==> src/rtl/change_dispenser_pkg.sv <==
// change_dispenser_pkg: shared state encoding, default coin values and
// default pacing/timeout constants for the change dispenser.
package change_dispenser_pkg;

  typedef enum logic [1:0] {
    ST_IDLE  = 2'd0,
    ST_ISSUE = 2'd1,
    ST_GAP   = 2'd2,
    ST_FAULT = 2'd3
  } state_e;

  localparam int COIN_HI_DEF        = 5;
  localparam int COIN_LO_DEF        = 1;
  localparam int GAP_CYCLES_DEF     = 4;
  localparam int TIMEOUT_CYCLES_DEF = 1000;

  // Larger of two integers; sizes the shared pacing/timeout counter.
  function automatic int max_int(input int a, input int b);
    return (a > b) ? a : b;
  endfunction

endpackage

==> src/rtl/change_dispenser_timer.sv <==
// dispense_timer: loadable down-counter that saturates at zero.
// o_expired is high while the count is zero. The dispenser reuses one
// instance for inter-coin pacing and for the ack timeout.
module dispense_timer #(
  parameter int W = 4
) (
  input  logic         clk,
  input  logic         rst_n,
  input  logic         i_load,
  input  logic [W-1:0] i_load_val,
  output logic         o_expired
);

  logic [W-1:0] r_count;

  // Load on request, otherwise count down and hold at zero.
  always_ff @(posedge clk or negedge rst_n) begin
    // NOTE: state registers use non-blocking assignments so every flop
    // samples pre-edge values, independent of block ordering.
    if (!rst_n) begin
      r_count <= '0;
    end else if (i_load) begin
      r_count <= i_load_val;
    end else if (r_count != '0) begin
      r_count <= r_count - 1'b1;
    end
  end

  assign o_expired = (r_count == '0);

endmodule

==> src/rtl/change_dispenser.sv <==
// change_dispenser: pays out credit as paced coin-eject requests, large
// coin first. All outputs are registered.
// Optional feature: define CHANGE_DISPENSER_TIMEOUT_EN to enable the ack
// timeout (ISSUE -> FAULT after TIMEOUT_CYCLES without coin_ack).
module change_dispenser
  import change_dispenser_pkg::*;
#(
  parameter int WIDTH          = 4,
  parameter int COIN_HI        = COIN_HI_DEF,
  parameter int COIN_LO        = COIN_LO_DEF,
  parameter int GAP_CYCLES     = GAP_CYCLES_DEF,
  parameter int TIMEOUT_CYCLES = TIMEOUT_CYCLES_DEF
) (
  input  logic             clk,
  input  logic             rst_n,
  input  logic             i_start,
  input  logic [WIDTH-1:0] i_amount,
  output logic             o_coin_req,
  output logic             o_coin_sel,
  input  logic             i_coin_ack,
  output logic [WIDTH-1:0] o_remaining,
  output logic             o_busy,
  output logic             o_done,
  output logic             o_fault
);

  localparam int TMR_W = $clog2(max_int(GAP_CYCLES, TIMEOUT_CYCLES) + 1);

  localparam logic [WIDTH-1:0] HI_V  = WIDTH'(COIN_HI);
  localparam logic [WIDTH-1:0] LO_V  = WIDTH'(COIN_LO);
  localparam logic [TMR_W-1:0] GAP_V = TMR_W'(GAP_CYCLES - 1);
  localparam logic [TMR_W-1:0] TMO_V = TMR_W'(TIMEOUT_CYCLES);

  state_e           r_state;
  logic [WIDTH-1:0] r_remaining;
  logic             r_coin_req;
  logic             r_coin_sel;
  logic             r_busy;
  logic             r_done;

  state_e           w_state_nxt;
  logic [WIDTH-1:0] w_remaining_nxt;
  logic             w_sel_nxt;
  logic             w_done_nxt;
  logic             w_tmr_load;
  logic [TMR_W-1:0] w_tmr_val;
  logic             w_tmr_expired;

  // GAP runs for GAP_CYCLES cycles: loaded with GAP_CYCLES-1, leaves on zero.
  // ISSUE loads TIMEOUT_CYCLES; the expiry only matters with the timeout on.
  dispense_timer #(
    .W (TMR_W)
  ) u_timer (
    .clk        (clk),
    .rst_n      (rst_n),
    .i_load     (w_tmr_load),
    .i_load_val (w_tmr_val),
    .o_expired  (w_tmr_expired)
  );

  // Next-state, next-credit and coin selection.
  always_comb begin
    // NOTE: every output of this block gets a default first so no path
    // leaves a signal unassigned, which would infer a latch.
    w_state_nxt     = r_state;
    w_remaining_nxt = r_remaining;
    w_sel_nxt       = r_coin_sel;
    w_done_nxt      = 1'b0;
    w_tmr_load      = 1'b0;
    w_tmr_val       = '0;

    unique case (r_state)
      ST_IDLE, ST_FAULT: begin
        if (i_start) begin
          w_remaining_nxt = i_amount;
          if (i_amount == '0) begin
            w_state_nxt = ST_IDLE;
            w_done_nxt  = 1'b1;
          end else begin
            w_state_nxt = ST_ISSUE;
            w_sel_nxt   = (i_amount >= HI_V);
            w_tmr_load  = 1'b1;
            w_tmr_val   = TMO_V;
          end
        end
      end

      ST_ISSUE: begin
        if (i_coin_ack) begin
          // Selection guarantees remaining >= coin value, so no underflow.
          w_remaining_nxt = r_remaining - (r_coin_sel ? HI_V : LO_V);
          if (w_remaining_nxt == '0) begin
            w_state_nxt = ST_IDLE;
            w_done_nxt  = 1'b1;
          end else begin
            w_state_nxt = ST_GAP;
            w_tmr_load  = 1'b1;
            w_tmr_val   = GAP_V;
          end
        end
`ifdef CHANGE_DISPENSER_TIMEOUT_EN
        else if (w_tmr_expired) begin
          w_state_nxt = ST_FAULT;
        end
`endif
      end

      ST_GAP: begin
        if (w_tmr_expired) begin
          w_state_nxt = ST_ISSUE;
          w_sel_nxt   = (r_remaining >= HI_V);
          w_tmr_load  = 1'b1;
          w_tmr_val   = TMO_V;
        end
      end

      default: w_state_nxt = ST_IDLE;
    endcase
  end

  // State and registered outputs, decoded from the next state.
  always_ff @(posedge clk or negedge rst_n) begin
    if (!rst_n) begin
      r_state     <= ST_IDLE;
      r_remaining <= '0;
      r_coin_req  <= 1'b0;
      r_coin_sel  <= 1'b0;
      r_busy      <= 1'b0;
      r_done      <= 1'b0;
    end else begin
      r_state     <= w_state_nxt;
      r_remaining <= w_remaining_nxt;
      r_coin_req  <= (w_state_nxt == ST_ISSUE);
      r_coin_sel  <= w_sel_nxt;
      r_busy      <= (w_state_nxt == ST_ISSUE) || (w_state_nxt == ST_GAP);
      r_done      <= w_done_nxt;
    end
  end

`ifdef CHANGE_DISPENSER_TIMEOUT_EN
  logic r_fault;

  // Fault flag mirrors the FAULT state; cleared by start or reset.
  always_ff @(posedge clk or negedge rst_n) begin
    if (!rst_n) begin
      r_fault <= 1'b0;
    end else begin
      r_fault <= (w_state_nxt == ST_FAULT);
    end
  end

  assign o_fault = r_fault;
`else
  assign o_fault = 1'b0;
`endif

  assign o_coin_req  = r_coin_req;
  assign o_coin_sel  = r_coin_sel;
  assign o_remaining = r_remaining;
  assign o_busy      = r_busy;
  assign o_done      = r_done;

endmodule

==> config.mk <==
export PLATFORM = sky130hd
export DESIGN_NAME = change_dispenser
export DESIGN_NICKNAME = d
export VERILOG_FILES = /design/src/rtl/change_dispenser_pkg.sv /design/src/rtl/change_dispenser_timer.sv /design/src/rtl/change_dispenser.sv
export SDC_FILE = /design/constraint.sdc
export NUM_CORES = 1
export LEC_CHECK = 0
export ABC_CLOCK_PERIOD_IN_PS = 3000
export CAP_MARGIN = 20
export CORE_ASPECT_RATIO = 0.5
export CORE_MARGIN = 8
export CORE_UTILIZATION = 40
export CTS_CLUSTER_DIAMETER = 120
export DETAILED_ROUTE_END_ITERATION = 8
export GPL_ROUTABILITY_DRIVEN = 0
export PLACE_DENSITY = 0.65
export SYNTH_ARGS = -nofsm -noshare
export SYNTH_HDL_FRONTEND = slang
export SYNTH_HIERARCHICAL = 1
export SYNTH_SLANG_ARGS = --single-unit
==> constraint.sdc <==
create_clock -name clk -period 3 [get_ports clk]
set_input_delay 0.45 -clock clk [delete_from_list [all_inputs] [get_ports clk]]
set_output_delay 0.45 -clock clk [all_outputs]
set_load 0.05 [all_outputs]
-- Word-level counts from Yosys, hierarchy flattened
Cells that the tools add are included.
- multiplexer cells: 33
- $lt $le $gt $ge: 2
- eq/ne operators: 9
- reductions and logical operators: 12
- add/subtract/negate cells: 2
- operators with widths (operator ; count):
    $mux 10 ; 5
    $pmux 10 s3 ; 1
    $mux 1 ; 13
    $mux 2 ; 6
    $logic_not 10->1 ; 1
    $reduce_bool 10->1 ; 1
    $sub 10x1->10 const B ; 1
    $ge 4x3->1 const B ; 2
    $logic_not 4->1 ; 2
    $mux 4 ; 2
    $pmux 4 s2 ; 1
    $eq 2x2->1 const B ; 3
    $ne 2x2->1 const B ; 3
    $pmux 2 s3 ; 1
    $reduce_bool 2->1 ; 3
    $eq 2x1->1 const B ; 2
    $pmux 1 s2 ; 2
    $reduce_and 4->1 ; 1
    $sub 4x3->4 ; 1
    $mux 3 ; 1
    $pmux 1 s3 ; 1
    $reduce_and 3->1 ; 1
    $logic_not 2->1 ; 1
    $ne 2x1->1 const B ; 1
    2 further kinds ; 2
- register bits after elaboration: 20
- output and inout bits: 9
- bits of input ports: 8
- logic and storage cells: 65

-- Depth between registers and ports, before layout
- word-level depth: 8
- mapped depth: 13
- gate-level depth less buffers: 11

-- Cells and area by module
The synthesis kept the hierarchy.
- modules (own cells, without submodules) (module ; sequential area each (um^2) ; area an instance (um^2) ; times used ; cells an instance):
    change_dispenser ; 250.2 ; 759.5 ; 1 ; 83
    dispense_timer ; 250.2 ; 594.3 ; 1 ; 67

-- Worst setup path after synthesis
No wires, ideal clock.
- path type: reg-to-reg
- from: reg r_coin_sel, in the netlist o_coin_sel
- to: reg u_timer.r_count[5]
- setup time: 0.094 ns
- path slack: 0.407 ns
- stages on the path, launching flop included: 12
- clock period less this slack: 2.593 ns
- arrival time: 2.499 ns
- path through: dfrtp_1 > inv_1 > ha_1 > o21ai_1 > a2bb2oi_2 > a31oi_1 > or2_1 > clkbuf_1 > inv_1 > clkbuf_1 > nor2_1 > a211oi_1
- word-level cells in the longest chain between the ends: 7
- RTL lines (what ; RTL line ; source):
    start: declaration ; change_dispenser.sv:37 ; logic r_coin_sel;
    start signal: assignment ; change_dispenser.sv:134 ; r_coin_sel <= w_sel_nxt;
    $mux 3 (*) ; change_dispenser.sv:91 ; w_remaining_nxt = r_remaining - (r_coin_sel ? HI_V : LO_V);
    $sub 4x3->4 (*) ; change_dispenser.sv:91 ;
    $logic_not 4->1 (*) ; change_dispenser.sv:92 ; if (w_remaining_nxt == '0) begin
    $mux 1 (*) ; change_dispenser.sv:92 ;
    $mux 1 (*) ; change_dispenser.sv:89 ; if (i_coin_ack) begin
    $pmux 1 s3 (*) ; change_dispenser.sv:72 ; unique case (r_state)
    via w_tmr_load ; change_dispenser.sv:45 ; logic w_tmr_load;
    $mux 10 or $reduce_bool 2->1 (tied branches) ; n/a ;
    end signal: assignment ; change_dispenser_timer.sv:23 ; r_count <= i_load_val;
    end signal: assignment ; change_dispenser_timer.sv:25 ; r_count <= r_count - 1'b1;
    end: declaration ; change_dispenser_timer.sv:14 ; logic [W-1:0] r_count;
Mark *: on every way through the listed nets, which the timed path passes. The rest lies on a longest branch.
A chain may end at the register's enable or synchronous reset.

-- Final worst setup path
- from: reg u_timer.r_count[3]
- to: reg u_timer.r_count[1]
- word-level cells in the longest chain between the ends: 4
- RTL lines (what ; RTL line ; source):
    $logic_not 10->1 (*) ; change_dispenser_timer.sv:29 ; assign o_expired = (r_count == '0);
    via w_tmr_expired ; change_dispenser.sv:47 ; logic w_tmr_expired;
    $mux 1 (*) ; change_dispenser.sv:109 ; if (w_tmr_expired) begin
    $pmux 1 s3 (*) ; change_dispenser.sv:72 ;
    via w_tmr_load ; change_dispenser.sv:45 ;
    $mux 10 or $reduce_bool 2->1 (tied branches) ; n/a ;
Marks and branches as above.

==> results by group <==
Drt
  – Remaining antenna violation count: 0
  – Vias/cell: slightly above 5
  – Vias: approximately 1,100
  – Routed len/inst: about 13 um
  – DRT Pass-1 Iters: 4
  – Drt total wl: ~2700 um
  – First DRT Iteration DRCs: 30
  – DRC violations left: 0

Synth
  – Ys flop type: dfrtp_1
  – Post-synthesis cell type count: 44
  – Synth Area in Simple Gates: 23.5%
  – Main combinational cell family by area after synthesis: simple AND/OR/NAND/NOR gates
  – Synth async-reset ratio: between 90% and 100%
  – Multiplexer area fraction after synthesis: roughly 5.6%
  – Ys Warns: 6
  – EDFF count, synth: 0
  – Number of synthesized register bits: 20
  – Syn Area/Cell: between 9 and 10 sq um
  – Compound-Gate Fraction of Synth Area: between 10% and 20%
  – Post-Synth Adder-Cell Area: ~7.4%
  – Syn Std Cell Area: 0.00135 sq mm
  – Post-Synthesis Cells: 150
  – Sequential area share after synthesis: between 30 and 40%
  – Xor-xnor portion of the synthesized cell area: 3.88%

Die
  – CORE AREA: 0.00334 sq mm
  – Initial core utilization: a little over 40%
  – Die area: between 0.005 and 0.006 sq mm
  – Width of the die: 98.3 um
  – IO Pins: 17
  – Die Ht: 57.1 um
  – Row count: 15

Clock network
  – Hold buffer count at CTS: 0
  – Clock root buffer: clkbuf_8
  – Setup Fix Bufs, Post-CTS: 0
  – # clock sinks: 20
  – Clk buf depth: 2
  – CTS Buf Count: 3
  – Maximum level of the CTS H-tree: 1
  – Clock transition at path regs: 0.08 ns
  – Clock latency on the worst-skew pair: approximately 0.26 ns
  – Post-CTS sizing: 0
  – CTS tree: built

Worst setup path
  – WP data arrival: approximately 2.8 ns
  – Req. time, crit path: approximately 3.2 ns
  – Startpoint types: flop
  – Worst-path maximum fanout: 12
  – Crit end category: flop
  – Crit path kind: flop to flop

Finish
  – Core Util, Final: between 40 and 50%
  – Multi-input logic area: slightly below 800 sq um
  – Layout fillers: between 300 and 400
  – Area overhead of the layout relative to synthesis: 17.7%
  – Share of cells above drive strength 1: ~9.0%
  – Post-layout net count: between 150 and 200
  – Antenna cells: 0
  – Fin area: ~0.0016 sq mm
  – Register Area: between 500 and 600 sq um
  – Most frequent cells in the layout: nor2_1, dfrtp_1, clkdlybuf4s50_1

Placed design
  – HPWL after DPL: between 2000 and 2500 um
  – Cell Area, Placed: about 0.0015 sq mm
  – IO buf count: 15

Global route
  – Initial antenna violation count: 0
  – Met1 Usage GRT: ~13%
  – Routing usage on met2: around 17%
  – Gr ovfl total: 0
  – Vias in the first global route: between 1,000 and 1,500
  – Largest net degree at the start of global routing: 21
  – First-pass GRT wire length: around 4700 um
  – GR peak layer: met2
  – Tot GR Track Use: roughly 10%
  – Met3 global-route usage: under 10%

Min path
  – HP Class: flop to flop

STA
  – Hold WS: 0.570 ns
  – Rel. slew slack: 39.8%
  – Final Critical Period: around 2.7 ns
  – Final hold violation count: 0
  – Worst-margin pin slew: ~0.90 ns
  – RSZ-0062 raised after global routing: false
  – Fin Setup TNS: 0 ns
  – F_max: 377 MHz
  – Post-route clock period utilization: between 80 and 90%
  – Final setup violation count: 0
  – Fin. max-slew vios: 0
  – Layout Skew: approximately 0.0033 ns

Power and ir drop
  – Switching part of the total: between 40% and 50%
  – P_leak: ~0.72 nW
  – Total power density per cell area: approximately 1300 mW/mm^2
  – Reg power frac: 27.0%
  – Clk pwr share: between 10% and 20%
  – Comb pwr share: a little over three fifths
  – Int Pwr: ~1.0 mW
  – Max IR drop VDD: between 0.5 and 0.6 mV
  – Sw power: just over 1 mW

Job
  – Maxcap violations: 0

Outcome
  – Status: finished, final reports clean
-- power groups by stage --
stage	registers [mW]	logic (mW)	clock network [mW]
finish	0.555	1.29	0.208
global route	0.580	1.42	0.227
CTS	0.556	1.30	0.213
detailed placement	0.562	1.29	0
global placement	0.562	1.27	0
floorplan	0.705	0.855	0
-- worst paths after layout --
path	cells after the start	slack, ns	start	end
min reg2reg	2	0.57	o_coin_sel	o_coin_sel
max reg2reg	8	0.34	u_timer/r_count[3]	u_timer/r_count[1]
max in group asynchronous	1	1.75	rst_n	u_timer/r_count[5]
max	8	0.34	u_timer/r_count[3]	u_timer/r_count[1]
min	2	0.57	o_coin_sel	o_coin_sel
min in group asynchronous	1	0.70	rst_n	r_state[0]
-- state kept, by name, summed over array words and instances (netlist names) --
signal	count
o_remaining	4
r_state	2
o_done	1
o_busy	1
u_timer/r_count	10
o_coin_req	1
o_coin_sel	1
-- per-stage QoR --
| stage | setup WS, ns | total power, mW | std cells |
|---|---|---|---|
| final | 0.344 | 2.05 | 209 |
| after global routing | 0.128 | 2.23 | 209 |
| after CTS | 0.357 | 2.07 | 209 |
| after detailed placement | 0.234 | 1.85 | 205 |
| after global placement | 0.342 | 1.83 | 205 |
| after floorplan | 0.407 | 1.56 | 152 |
-- area by class of cell --
| type | instances | area share, % |
|---|---|---|
| multi-input cells | 116 | 49.6 |
| flip-flops and latches | 20 | 31.4 |
| repair buffers | 15 | 9.43 |
| clock buffers | 4 | 3.46 |
| well taps | 42 | 3.30 |
| inverters | 12 | 2.83 |
-- per-layer routing --
metal	share of wire [%]	vias up	wire length, um
met4	0.81	0	22
li1	-	549	-
met5	0	-	0
met3	1.9	2	53
met1	49	496	1340
met2	48	11	1310
-- worst max-delay path: stages (launching register included) --
cell and delay, ns:
dfrtp_1 0.46, nor4_4 0.40, nand3_1 0.26, inv_1 0.21, nand3b_1 0.10, o21ai_1 0.26, or2_1 0.31, inv_1 0.22
mux2_2 0.31
-- cell families after synthesis --
logic type / after synthesis
buffers and inverters: 16
AO/OA/AOI/OAI: 36
adder cells (fa/ha/maj): 8
flip-flops: 20
XOR/XNOR: 6
AND/OR/NAND/NOR: 56
multiplexers: 7
other: 1
-- synth_stat cells, types with 2 or more instances --
master / n / area share, %
dfrtp_1: 20 / 37
nand2_1: 14 / 3.9
o21ai_1: 4 / 1.5
nand2b_1: 3 / 1.4
nor2b_1: 4 / 1.8
a21oi_1: 11 / 4.1
inv_1: 12 / 3.3
xor2_1: 4 / 2.6
mux2i_1: 5 / 3.7
nor3_1: 2 / 0.74
o21ai_0: 6 / 2.2
a31oi_1: 2 / 0.92
o31ai_1: 2 / 1.1
nor2_1: 20 / 5.5
nand3_1: 2 / 0.74
xnor2_1: 2 / 1.3
clkbuf_1: 2 / 0.55
a211oi_1: 2 / 1.1
ha_1: 8 / 7.4
No activity file was read; power rests on OpenSTA's default activity.
==> edit: new RTL, same flow settings <==
Build with the macro `CHANGE_DISPENSER_TIMEOUT_EN` defined.
--- a/src/rtl/change_dispenser.sv
+++ b/src/rtl/change_dispenser.sv
@@ -2,6 +2,8 @@
 // coin first. All outputs are registered.
 // Optional feature: define CHANGE_DISPENSER_TIMEOUT_EN to enable the ack
 // timeout (ISSUE -> FAULT after TIMEOUT_CYCLES without coin_ack).
+`define CHANGE_DISPENSER_TIMEOUT_EN
+
 module change_dispenser
   import change_dispenser_pkg::*;
 #(
Formal check against the unedited RTL: no difference found for any inputs over 10 cycles, from zero or initial values and one cycle with rst_n low; that may be too few to reach the edited logic, so the function may still have changed.
==> edit against the original RTL <==
Synthesized area increased by 0.83%. Count of clock-buffer cells in the layout down 1. Sequential cell count increased by 1. Cell area is 0.71% higher. Cell count up 0.48%. Setup slack better by 100 ps. Die area is 0.65% higher. Power is 7.9% lower. Wire length shrank 3.6%.
==> edit: results (changes against the original RTL) <==
Synthesis
  – Synth top cells by count: dfrtp_1 (21), nor2_1 (20), inv_1 (14) (was dfrtp_1 (20), nor2_1 (20), nand2_1 (14))
  – Post-synth cell types: 41 (was 44)
  – Post-Synth XOR/XNOR Area: 3.850% (was 3.882%)
  – Post-synthesis mux area share: 7.608% (was 5.638%)
  – Register area share after synthesis: 38.50% (was 36.97%)
  – Asr flop ratio synth: 100.0% (unchanged)
  – Top cells by area, synth: dfrtp_1 (38%), ha_1 (7.3%), nor2_1 (5.5%) (was dfrtp_1 (37%), ha_1 (7.4%), nor2_1 (5.5%))
  – Synth Area in Adders: 7.333% (was 7.394%)
  – Post-synth top flop: dfrtp_1 (unchanged)
  – Compound-Gate Fraction of Synth Area: 12.92% (was 17.10%)

STA
  – Setup Skew: 5.354 ps (was 3.292 ps)
  – Least-Margin Pin Slew: 890.6 ps (was 899.7 ps)

Clock network
  – Clock buffer depth: 2 (unchanged)
  – Root Driver: clkbuf_8 (unchanged)
  – Post-CTS Setup Inserts: 0 (unchanged)
  – CTS resizes: 0 (unchanged)

Layout
  – Nets: 185 (was 184)
  – Share of layout cells above drive strength 1: 8.929% (was 8.982%)
  – Most flops, register: u_timer/r_count (unchanged)

Placed design
  – Post-DP HPWL: 2062 um (was 2164 um)
  – I/O Buffers: 16 (was 15)

Power
  – Lkg Pwr: 0.7109 nW (was 0.7168 nW)
  – VDD IR max: 0.6244 mV (was 0.5533 mV)

GRT
  – Largest net degree at the start of global routing: 22 (was 21)
  – GRT Overall Usage: 9.901% (was 10.16%)
  – Antenna violations before repair: 0 (unchanged)
  – Vias in the first global route: 1016 (was 1039)
  – First-pass GRT wire length: 4581 um (was 4719 um)

Worst setup path
  – CP delay by family, top: compound AO/OA/AOI/OAI gates (was simple AND/OR/NAND/NOR gates)
  – Critical path startpoint: o_coin_sel (was u_timer/r_count[3])
  – CP arrival: 2700 ps (was 2800 ps)
  – Largest stage delay, worst path: 410 ps (was 460 ps)

Hold path
  – HP Start: o_remaining[2] (was o_coin_sel)

Route
  – Initial drt markers: 30 (unchanged)
  – Vias per inst: 4.995 (was 5.062)
  – WL/cell: 12.52 um (was 13.05 um)

Outcome
  – Status: completed (unchanged)
==> edit: changes by cell type after synthesis, sizes merged, moves of 2 or more <==
cell / change
nand3: +4
a21oi: -3
inv: +3
a31oi: -2
mux2i: +2
o21ai: -2
o31ai: -2
==> edit: final cells by class <==
type	instances	area, um^2
Inverter	15	56.30
Fill cell	339	1737
Clock buffer	3	41.29
Sequential cell	21	525.5
Tap cell	42	52.55
Timing Repair Buffer	16	160.2
Clock inverter	1	5.005
Multi-Input combinational cell	112	763.2
==> edit: through the flow <==
step / utilization (%) / setup slack [ps] / cell area, um^2 / std cells / hold WS, ps
finish: 48.02 / 448.9 / 1604 / 210 / 570.2
global route: 48.02 / 230.1 / 1604 / 210 / 626.2
CTS: 48.02 / 462.6 / 1604 / 210 / 577.5
global placement: 46.63 / 503.2 / 1558 / 206 / 552.6
detailed placement: 46.63 / 487.1 / 1558 / 206 / 558.9
floorplan: - / 426.9 / 1369 / 152 / 154.4
==> edit: kinds of logic after synthesis <==
kind of cell	Yosys count
compound gates	27
xor+xnor	6
fa+ha+maj	8
buf+inv	19
flops	21
mux	10
other cells	1
simple gates	59
==> edit: power breakdown <==
group	switching [mW]	internal (mW)	leakage [nW]
Sequential	0.137	0.425	0.255
Combinational	0.688	0.456	0.430
Clock	0.0934	0.0927	0.0255
==> edit: final timing paths <==
path                       cells after the start                  to  slack (ps)
min reg2reg                                    1      o_remaining[2]         570
max                                            8  u_timer/r_count[1]         450
max in group asynchronous                      1  u_timer/r_count[4]        1770
max reg2reg                                    8  u_timer/r_count[1]         450
min                                            1      o_remaining[2]         570
min in group asynchronous                      1      o_remaining[0]         680
==> edit: per-layer routing <==
metal,part of all wire (%),global-route usage (%)
met4,1.6,3.240
met5,0,0
met2,44,15.95
met3,3.4,2.545
met1,51,12.68
